==> src/rtl/mem_access_unit.sv <==
// Data-memory access stage: turns EX/MEM control into a single-outstanding bus
// transaction and produces the write-back bundle (load data, address faults).
module mem_access_unit (
    input  logic        clk,
    input  logic        reset,
    input  logic        mem_dmen_i,
    input  logic        mem_memwr_i,
    input  logic        mem_memtoreg_i,
    input  logic        mem_regwr_i,
    input  logic [1:0]  mem_dm_type_i,
    input  logic        mem_dm_extsigned_i,
    input  logic [31:0] mem_result_i,
    input  logic [31:0] mem_rt_i,
    input  logic [4:0]  mem_regdst_addr_i,
    input  logic [31:0] mem_pc_i,
    output logic        dbus_req_o,
    output logic        dbus_wr_o,
    output logic [31:0] dbus_addr_o,
    output logic [3:0]  dbus_be_o,
    output logic [31:0] dbus_wdata_o,
    input  logic [31:0] dbus_rdata_i,
    input  logic        dbus_ack_i,
    output logic        mem_stall_o,
    output logic        wb_regwr_o,
    output logic [4:0]  wb_regdst_addr_o,
    output logic [31:0] wb_data_o,
    output logic [31:0] wb_pc_o,
    output logic        wb_adel_o,
    output logic        wb_ades_o,
    output logic [31:0] wb_badvaddr_o
);

    typedef enum logic [1:0] {
        S_IDLE = 2'd0,
        S_BUSY = 2'd1,
        S_DONE = 2'd2
    } state_t;

    state_t r_state;
    state_t w_state_next;

    // Transaction captured on entry to BUSY
    logic        r_dbus_wr;
    logic [31:0] r_dbus_addr;
    logic [3:0]  r_dbus_be;
    logic [31:0] r_dbus_wdata;
    logic [1:0]  r_type;
    logic [1:0]  r_off;
    logic        r_ext;
    logic        r_memtoreg;
    logic        r_regwr;
    logic [4:0]  r_regdst;
    logic [31:0] r_pc;
    logic [31:0] r_result;
    logic [31:0] r_ld_data;

    // Write-back registers
    logic        r_wb_regwr;
    logic [4:0]  r_wb_regdst;
    logic [31:0] r_wb_data;
    logic [31:0] r_wb_pc;
    logic        r_wb_adel;
    logic        r_wb_ades;
    logic [31:0] r_wb_badvaddr;

    logic        w_misaligned;
    logic        w_access;
    logic        w_fault_ld;
    logic        w_fault_st;
    logic [3:0]  w_st_be;
    logic [31:0] w_st_wdata;
    logic [31:0] w_pass_ld_data;
    logic        w_stall;
    logic        w_req;
    logic        w_capture;
    logic        w_pass;
    logic        w_done;

    function automatic logic [31:0] fmt_load(
        input logic [31:0] rdata,
        input logic [1:0]  dm_type,
        input logic [1:0]  off,
        input logic        ext
    );
        logic [7:0]  b;
        logic [15:0] h;
        logic [31:0] res;
        case (off)
            2'd0:    b = rdata[7:0];
            2'd1:    b = rdata[15:8];
            2'd2:    b = rdata[23:16];
            default: b = rdata[31:24];
        endcase
        h = off[1] ? rdata[31:16] : rdata[15:0];
        case (dm_type)
            2'b00:   res = {{24{ext & b[7]}}, b};
            2'b01:   res = {{16{ext & h[15]}}, h};
            default: res = rdata;
        endcase
        return res;
    endfunction

    // Reserved type 11 behaves as a word access, including alignment
    assign w_misaligned = ((mem_dm_type_i == 2'b01) && mem_result_i[0]) ||
                          (mem_dm_type_i[1] && (mem_result_i[1:0] != 2'b00));
    assign w_access     = mem_dmen_i && !w_misaligned;
    assign w_fault_ld   = mem_dmen_i && w_misaligned && !mem_memwr_i;
    assign w_fault_st   = mem_dmen_i && w_misaligned && mem_memwr_i;

    always_comb begin
        w_st_be    = 4'b1111;
        w_st_wdata = mem_rt_i;
        case (mem_dm_type_i)
            2'b00: begin
                w_st_be    = 4'b0001 << mem_result_i[1:0];
                w_st_wdata = {4{mem_rt_i[7:0]}};
            end
            2'b01: begin
                w_st_be    = mem_result_i[1] ? 4'b1100 : 4'b0011;
                w_st_wdata = {2{mem_rt_i[15:0]}};
            end
            default: begin
                w_st_be    = 4'b1111;
                w_st_wdata = mem_rt_i;
            end
        endcase
    end

    assign w_pass_ld_data = fmt_load(dbus_rdata_i, mem_dm_type_i,
                                     mem_result_i[1:0], mem_dm_extsigned_i);

    always_comb begin
        w_state_next = r_state;
        w_stall      = 1'b0;
        w_req        = 1'b0;
        w_capture    = 1'b0;
        w_pass       = 1'b0;
        w_done       = 1'b0;
        case (r_state)
            S_IDLE: begin
                if (w_access) begin
                    w_stall      = 1'b1;
                    w_capture    = 1'b1;
                    w_state_next = S_BUSY;
                end else begin
                    w_pass = 1'b1;
                end
            end
            S_BUSY: begin
                w_req   = 1'b1;
                w_stall = 1'b1;
                if (dbus_ack_i) begin
                    w_state_next = S_DONE;
                end
            end
            S_DONE: begin
                w_done       = 1'b1;
                w_state_next = S_IDLE;
            end
            default: begin
                w_state_next = S_IDLE;
            end
        endcase
    end

    always_ff @(posedge clk or negedge reset) begin
        if (!reset) begin
            r_state <= S_IDLE;
        end else begin
            r_state <= w_state_next;
        end
    end

    always_ff @(posedge clk or negedge reset) begin
        if (!reset) begin
            r_dbus_wr    <= 1'b0;
            r_dbus_addr  <= 32'd0;
            r_dbus_be    <= 4'd0;
            r_dbus_wdata <= 32'd0;
            r_type       <= 2'd0;
            r_off        <= 2'd0;
            r_ext        <= 1'b0;
            r_memtoreg   <= 1'b0;
            r_regwr      <= 1'b0;
            r_regdst     <= 5'd0;
            r_pc         <= 32'd0;
            r_result     <= 32'd0;
        end else if (w_capture) begin
            r_dbus_wr    <= mem_memwr_i;
            r_dbus_addr  <= {mem_result_i[31:2], 2'b00};
            r_dbus_be    <= w_st_be;
            r_dbus_wdata <= w_st_wdata;
            r_type       <= mem_dm_type_i;
            r_off        <= mem_result_i[1:0];
            r_ext        <= mem_dm_extsigned_i;
            r_memtoreg   <= mem_memtoreg_i;
            r_regwr      <= mem_regwr_i;
            r_regdst     <= mem_regdst_addr_i;
            r_pc         <= mem_pc_i;
            r_result     <= mem_result_i;
        end
    end

    always_ff @(posedge clk or negedge reset) begin
        if (!reset) begin
            r_ld_data <= 32'd0;
        end else if ((r_state == S_BUSY) && dbus_ack_i) begin
            r_ld_data <= fmt_load(dbus_rdata_i, r_type, r_off, r_ext);
        end
    end

    // WB bundle: pass-through from IDLE, or the held access once it completes
    always_ff @(posedge clk or negedge reset) begin
        if (!reset) begin
            r_wb_regwr    <= 1'b0;
            r_wb_regdst   <= 5'd0;
            r_wb_data     <= 32'd0;
            r_wb_pc       <= 32'd0;
            r_wb_adel     <= 1'b0;
            r_wb_ades     <= 1'b0;
            r_wb_badvaddr <= 32'd0;
        end else if (w_pass) begin
            r_wb_regwr    <= mem_regwr_i && !(w_fault_ld || w_fault_st);
            r_wb_regdst   <= mem_regdst_addr_i;
            r_wb_data     <= mem_memtoreg_i ? w_pass_ld_data : mem_result_i;
            r_wb_pc       <= mem_pc_i;
            r_wb_adel     <= w_fault_ld;
            r_wb_ades     <= w_fault_st;
            r_wb_badvaddr <= (w_fault_ld || w_fault_st) ? mem_result_i : 32'd0;
        end else if (w_done) begin
            r_wb_regwr    <= r_regwr;
            r_wb_regdst   <= r_regdst;
            r_wb_data     <= r_memtoreg ? r_ld_data : r_result;
            r_wb_pc       <= r_pc;
            r_wb_adel     <= 1'b0;
            r_wb_ades     <= 1'b0;
            r_wb_badvaddr <= 32'd0;
        end
    end

    assign mem_stall_o      = w_stall;
    assign dbus_req_o       = w_req;
    assign dbus_wr_o        = r_dbus_wr;
    assign dbus_addr_o      = r_dbus_addr;
    assign dbus_be_o        = r_dbus_be;
    assign dbus_wdata_o     = r_dbus_wdata;
    assign wb_regwr_o       = r_wb_regwr;
    assign wb_regdst_addr_o = r_wb_regdst;
    assign wb_data_o        = r_wb_data;
    assign wb_pc_o          = r_wb_pc;
    assign wb_adel_o        = r_wb_adel;
    assign wb_ades_o        = r_wb_ades;
    assign wb_badvaddr_o    = r_wb_badvaddr;

endmodule

==> config.mk <==
export PLATFORM = sky130hd
export DESIGN_NAME = mem_access_unit
export DESIGN_NICKNAME = d
export VERILOG_FILES = /design/src/rtl/mem_access_unit.sv
export SDC_FILE = /design/constraint.sdc
export NUM_CORES = 1
export LEC_CHECK = 0
export ABC_AREA = 1
export CELL_PAD_IN_SITES_DETAIL_PLACEMENT = 1
export CELL_PAD_IN_SITES_GLOBAL_PLACEMENT = 2
export CORE_ASPECT_RATIO = 0.9
export CORE_MARGIN = 2
export CORE_UTILIZATION = 29
export CTS_BUF_LIST = sky130_fd_sc_hd__clkbuf_8
export DETAILED_ROUTE_END_ITERATION = 10
export PLACE_DENSITY = 0.86
export SYNTH_ARGS = -nofsm -noshare
export SYNTH_HDL_FRONTEND = slang
export SYNTH_SLANG_ARGS = --single-unit
==> constraint.sdc <==
create_clock -name clk -period 2 [get_ports clk]
set_input_delay 0.5 -clock clk [delete_from_list [all_inputs] [get_ports clk]]
set_output_delay 0.5 -clock clk [all_outputs]
set_load 0.03 [all_outputs]
==> impl_metrics.tcl, run 1 <==
set metrics [dict create \
    syn_to_final_growth_pct 42.8 \
    synth_area_per_cell_um2 7.86 \
    holdWs_ns 0.392 \
    met3_usage 0.0636 \
    die_area_um2 43700 \
    drt_iter0_markers 651 \
    use_met2 0.373 \
    critPathArrivalTime_ns 1.51 \
    final_hold_viol_count 0 \
    grt_pass1_wl_um 76200 \
    skew_ns 0.0284 \
    syn_area_um2 12200 \
    crit_path_start_kind "input port" \
    gr-total-overflow 0 \
    ys_seq_elements 249 \
    critPathKind "in2out" \
    clockBufferDepth 3 \
    cts_buffers 48 \
    violations "setup timing" \
    hold_depth 4 \
    setup_viol 1 \
    cts.sinks 249 \
    clockRootBuffer "clkbuf_8" \
    grt_pass1_vias 13100 \
    cts_max_level 2 \
    maxCapViolations 0 \
    numPortBuffers 315 \
    num-fill-cells 5036 \
    wire_per_inst_um 19.6 \
    core_area_um2 41700 \
    drive_gt1_frac 0.124 \
    first_pass_iters 5 \
    cts.clk_slew.worst_paths_ns 0.05 \
    nNetsFinal 2068 \
    status "finished, violations left" \
    dpl.hpwl_um 35800 \
    power_density_nw_per_um2 1240 \
    gp_congestion 0.860 \
    num_rows 71 \
    ioPinCount 318 \
    wl_um 49100 \
    dieWidth_um 220 \
    synth_warnings 0 \
    fin_crit_ns 2.01 \
    max_freq_ghz 0.498 \
    ff_latch_area_um2 6230 \
    hold_path.class "in2reg" \
    met1_usage 0.294 \
    cts_tree "built" \
    fin_total_pwr_mw 21.6 \
    crit_fanout 2 \
    timing.final.crit_share 1.00 \
    num_vias 12200 \
    busiest_layer "met2" \
    peakVddDrop_mv 0.604 \
    maxSlewViolCount 0 \
    ys_seq_area_frac 0.511 \
    grtUsageTotal 0.228 \
    rsz0062_at_grt "yes" \
    required_ns 1.50 \
    via_per_inst 4.87 \
    syn_inst 1550 \
    postRouteAntennaNets 0 \
    setup_ws_ns -0.00763 \
    multi_input_area_um2 5020 \
    grt_max_degree 62 \
    leakage_nw 8.60 \
    clock_latency_ns 0.62 \
    end_kind "primary output" \
    reg2reg_depth 9 \
    start_util 0.292 \
    synth_cell_types 29 \
    die_height_um 198 \
    antenna_found_initial 6 \
    drcViolationCount 0 \
]
## Yosys cell counts (all sizes together)
cell type | number | area share
nand3 | 48 | 0.020
a21oi | 127 | 0.057
dfrtp | 249 | 0.51
buf | 55 | 0.027
nand4 | 3 | 0.0021
inv | 118 | 0.036
conb | 1 | 0.00031
clkinv | 2 | 0.00062
nand2 | 457 | 0.14
o21ai | 288 | 0.12
clkbuf | 46 | 0.014
o211ai | 7 | 0.0043
o22ai | 8 | 0.0041
or2 | 25 | 0.013
nor2 | 81 | 0.026
o21a | 35 | 0.022
## repair_timing
action,CTS,global route
gates cloned,0,0
endpoints found under the hold margin,39,0
resized for setup,196,16
endpoints found under the setup margin,173,16
pin swaps,1,0
buffers inserted,2,0
hold buffers,1,0
## area by class of cell
| cell class | count | share of cell area |
|---|---|---|
| sequential | 249 | 0.358 |
| tap | 547 | 0.0393 |
| antenna | 6 | 0.000863 |
| inverter | 120 | 0.0262 |
| timing repair buffer | 425 | 0.235 |
| clock inverter | 20 | 0.00489 |
| multi-input combinational | 1081 | 0.289 |
| clock buffer | 60 | 0.0475 |
## flip-flops by register name, indices dropped and copies added, names as in the netlist, 2 cells and up
register	flops
dbus_be_o	4
r_ld_data	32
r_state	2
r_pc	32
wb_pc_o	32
wb_badvaddr_o	32
r_regdst	5
wb_data_o	32
r_type	2
wb_regdst_addr_o	5
r_result	31
dbus_wdata_o	32
## placed cells by master, fill, tap and decap left out, types with 4 or more instances in the layout
cell type	instances
o21ai_0	235
clkdlybuf4s15_1	12
or2_0	9
o211ai_1	7
inv_1	126
buf_4	83
o22ai_1	8
inv_2	6
a21oi_1	110
clkbuf_2	8
o21a_1	35
buf_12	26
dlygate4sd2_1	150
clkdlybuf4s50_1	139
nor2_4	4
diode_2	6
or2_2	16
nand3_1	47
dfrtp_1	249
o21ai_1	53
nand2_2	7
a21oi_2	17
nand2_1	448
nor2_1	77
clkbuf_8	60
## path summary, 6_finish.rpt
check / to / start / slack [ns]
setup reg to reg: r_ld_data[17] / r_result[1] / 0.16
max in group asynchronous: r_pc[17] / reset / 0.91
min in group asynchronous: dbus_wdata_o[18] / reset / 0.41
hold reg to reg: dbus_wdata_o[2] / dbus_wdata_o[2] / 0.47
setup / recovery: mem_stall_o / mem_dm_type_i[0] / -0.008
hold / removal: dbus_be_o[3] / mem_dm_type_i[1] / 0.39
## worst max-delay path, cell delays in order
cell             delay, ns
clkdlybuf4s50_1       0.50
nand2_1               0.06
nand2_1               0.09
nand2_2               0.07
nand3_1               0.09
nand2_2               0.06
buf_6                 0.14
## cells by family (layout without fill, tap and decap cells)
logic type / after synthesis / after routing / share of synthesized area
and+or+nand+nor: 614 / 614 / 0.204
AOI/OAI and AO/OA: 465 / 465 / 0.206
buffers and inverters: 221 / 625 / 0.0782
other: 1 / 8 / 0.000308
DFF: 249 / 249 / 0.511
## through the flow
step	setup TNS, ns	std cells	worst slack, ns	utilization	instance area, um2
finish	-0.00763	2508	-0.00763	0.418	17400
global route	-0.0719	2506	-0.0719	0.418	17400
CTS	-0.0652	2502	-0.0372	0.418	17400
detailed placement	-29.00	2419	-0.309	0.400	16700
global placement	-20.97	2419	-0.204	0.400	16700
floorplan	0	1551	0.212	-	12200
## report_power, final
group	switching, mW	internal, mW
registers	1.06	6.72
logic	5.76	3.12
clock network	2.31	2.66
total	9.12	12.5
## layer usage
layer,up-vias,share of wire
met5,-,0.00033
met1,6050,0.44
met3,69,0.062
li1,5787,-
met2,296,0.47
met4,2,0.022
(Power assumes the default switching activity.)
==> inputs of run 2 (changes only) <==
Settings changed: CTS_CLUSTER_SIZE set to 12, PLACE_DENSITY 0.86 to unset, PLACE_DENSITY_LB_ADDON set to 0.1.
==> impl_metrics.tcl, run 2 (synthesized netlist as in run 1, its figures left out) <==
set metrics [dict create \
    max_freq_ghz 0.500 \
    numPortBuffers 315 \
    cpMostUsedCell "buf_6" \
    drive_gt1_frac 0.128 \
    critPathArrivalTime_ns 1.50 \
    gp_congestion 0.873 \
    skew_ns 0.0227 \
    maxSlewViolCount 0 \
    setup_viol 0 \
    crit_chain "nor2_4 > buf_6 > inv_4 > nand2_2 > buf_6" \
    timing.final.crit_share 1.00 \
    first_pass_iters 5 \
    route.met3.wl_um 2520 \
    nNetsFinal 2069 \
    peakVddDrop_mv 0.603 \
    clockRootBuffer "clkbuf_8" \
    grt_pass1_vias 12600 \
    dr.max_layer_used "met5" \
    die_height_um 198 \
    via_per_inst 4.77 \
    stdcell_count 2504 \
    layout_commonest_cell "nand2_1" \
    placed_cells_incl_taps 2419 \
    crit_slowest_cell "dfrtp_2" \
    core_area_um2 41700 \
    end_kind "primary output" \
    route.met2.wl_um 22200 \
    postRouteAntennaNets 0 \
    ioPinCount 318 \
    holdWs_ns 0.379 \
    final_hold_viol_count 0 \
    drcViolationCount 0 \
    grt_pass1_wl_um 77200 \
    clock_latency_ns 0.62 \
    critPathMaxStageDelay_ns 0.43 \
    dpl.hpwl_um 36900 \
    dieWidth_um 220 \
    fin_crit_ns 2.00 \
    wl_met1_um 24200 \
    clockBufferDepth 3 \
    power_density_nw_per_um2 1250 \
    die_area_um2 43700 \
    rsz0062_at_grt "yes" \
    num_vias 11900 \
    cts_tree "built" \
    crit_fanout 3 \
    gr-total-overflow 0 \
    fin_setup_tns_ns 0 \
    fin_util 0.418 \
    start_util 0.292 \
    status "complete, no violations" \
    maxCapViolations 0 \
    num_rows 71 \
    grtUsageTotal 0.233 \
    dpl_cell_area_um2 16600 \
    required_ns 1.50 \
    critPathKind "reg2out" \
    final_cell_mix "447 x nand2_1, 248 x dfrtp_1, 235 x o21ai_0" \
    final_area_um2 17400 \
    crit_path_start_kind "flip-flop" \
    syn_to_final_growth_pct 42.9 \
    cts.sinks 249 \
    relSlewSlack 0.580 \
    cts_buffers 48 \
    wire_per_inst_um 20.1 \
    hold_path.class "in2async" \
    antenna_found_initial 3 \
    wl_um 50200 \
    cts.clk_slew.worst_paths_ns 0.06 \
    drt_iter0_markers 665 \
    cts_max_level 2 \
    grt_max_degree 51 \
    leakage_nw 8.61 \
    worst_pin_slew_ns 0.627 \
]
[run 2: changes by cell type in the layout (fill, tap and decap cells not counted), moves of 2 or more]
cell,previous run,this run
dlygate4sd2_1,150,141
buf_4,83,88
clkdlybuf4s15_2,2,6
diode_2,6,2
buf_12,26,24
clkdlybuf4s15_1,12,14
clkinv_2,2,0
[run 2: path summary, 6_finish.rpt]
path	start	endpoint	slack, ns	cells after the start
setup / recovery	r_state[1]	mem_stall_o	0.0002	5
hold / removal	reset	dbus_wdata_o[22]	0.38	2
setup reg to reg	r_state[1]	dbus_wdata_o[16]	0.21	8
hold reg to reg	dbus_wdata_o[4]	dbus_wdata_o[4]	0.46	2
max in group asynchronous	reset	r_pc[9]	0.95	3
min in group clk	mem_result_i[1]	r_result[1]	0.38	4
[run 2: cell type report]
class                      count  area, um2
fill                        4998      24300
sequential                   249       6230
multi-input combinational   1081       5020
timing repair buffer         426       4080
clock buffer                  60        826
tap                          547        684
inverter                     120        455
clock inverter                19        105
antenna                        2       5.00
[run 2: per-layer routing]
layer | vias to the layer above | global-route usage
li1 | 5792 | -
met1 | 5815 | 0.329
met2 | 257 | 0.354
met3 | 70 | 0.0514
met4 | 2 | 0.0713
met5 | - | 0
[run 2: per-stage QoR]
stage	power (mW)	setup WS (ns)
detailed placement	17.5	-0.306
global placement	17.3	-0.261
global route	23.2	-0.0777
CTS	22.1	-0.0570
finish	21.7	0.000227
floorplan	12.9	0.212
[run 2: what timing repair did]
action,4_1_cts,5_1_grt
pin swaps,1,1
hold buffers,1,0
endpoints found under the hold margin,31,0
gates resized for setup,201,23
setup endpoints to repair,171,20
gates cloned,0,0
setup buffers,2,1
[run 2: power by group]
part	leakage, nW	switching (mW)	internal, mW
combinational	5.02	5.76	3.08
sequential	3.06	1.04	6.72
clock	0.531	2.30	2.79
[run 2: worst max-delay path, delay by kind of cell, from the launching register on]
kind,cells,cell delay [ns]
and+or+nand+nor,2,0.17
DFF,1,0.43
buffers and inverters,3,0.28
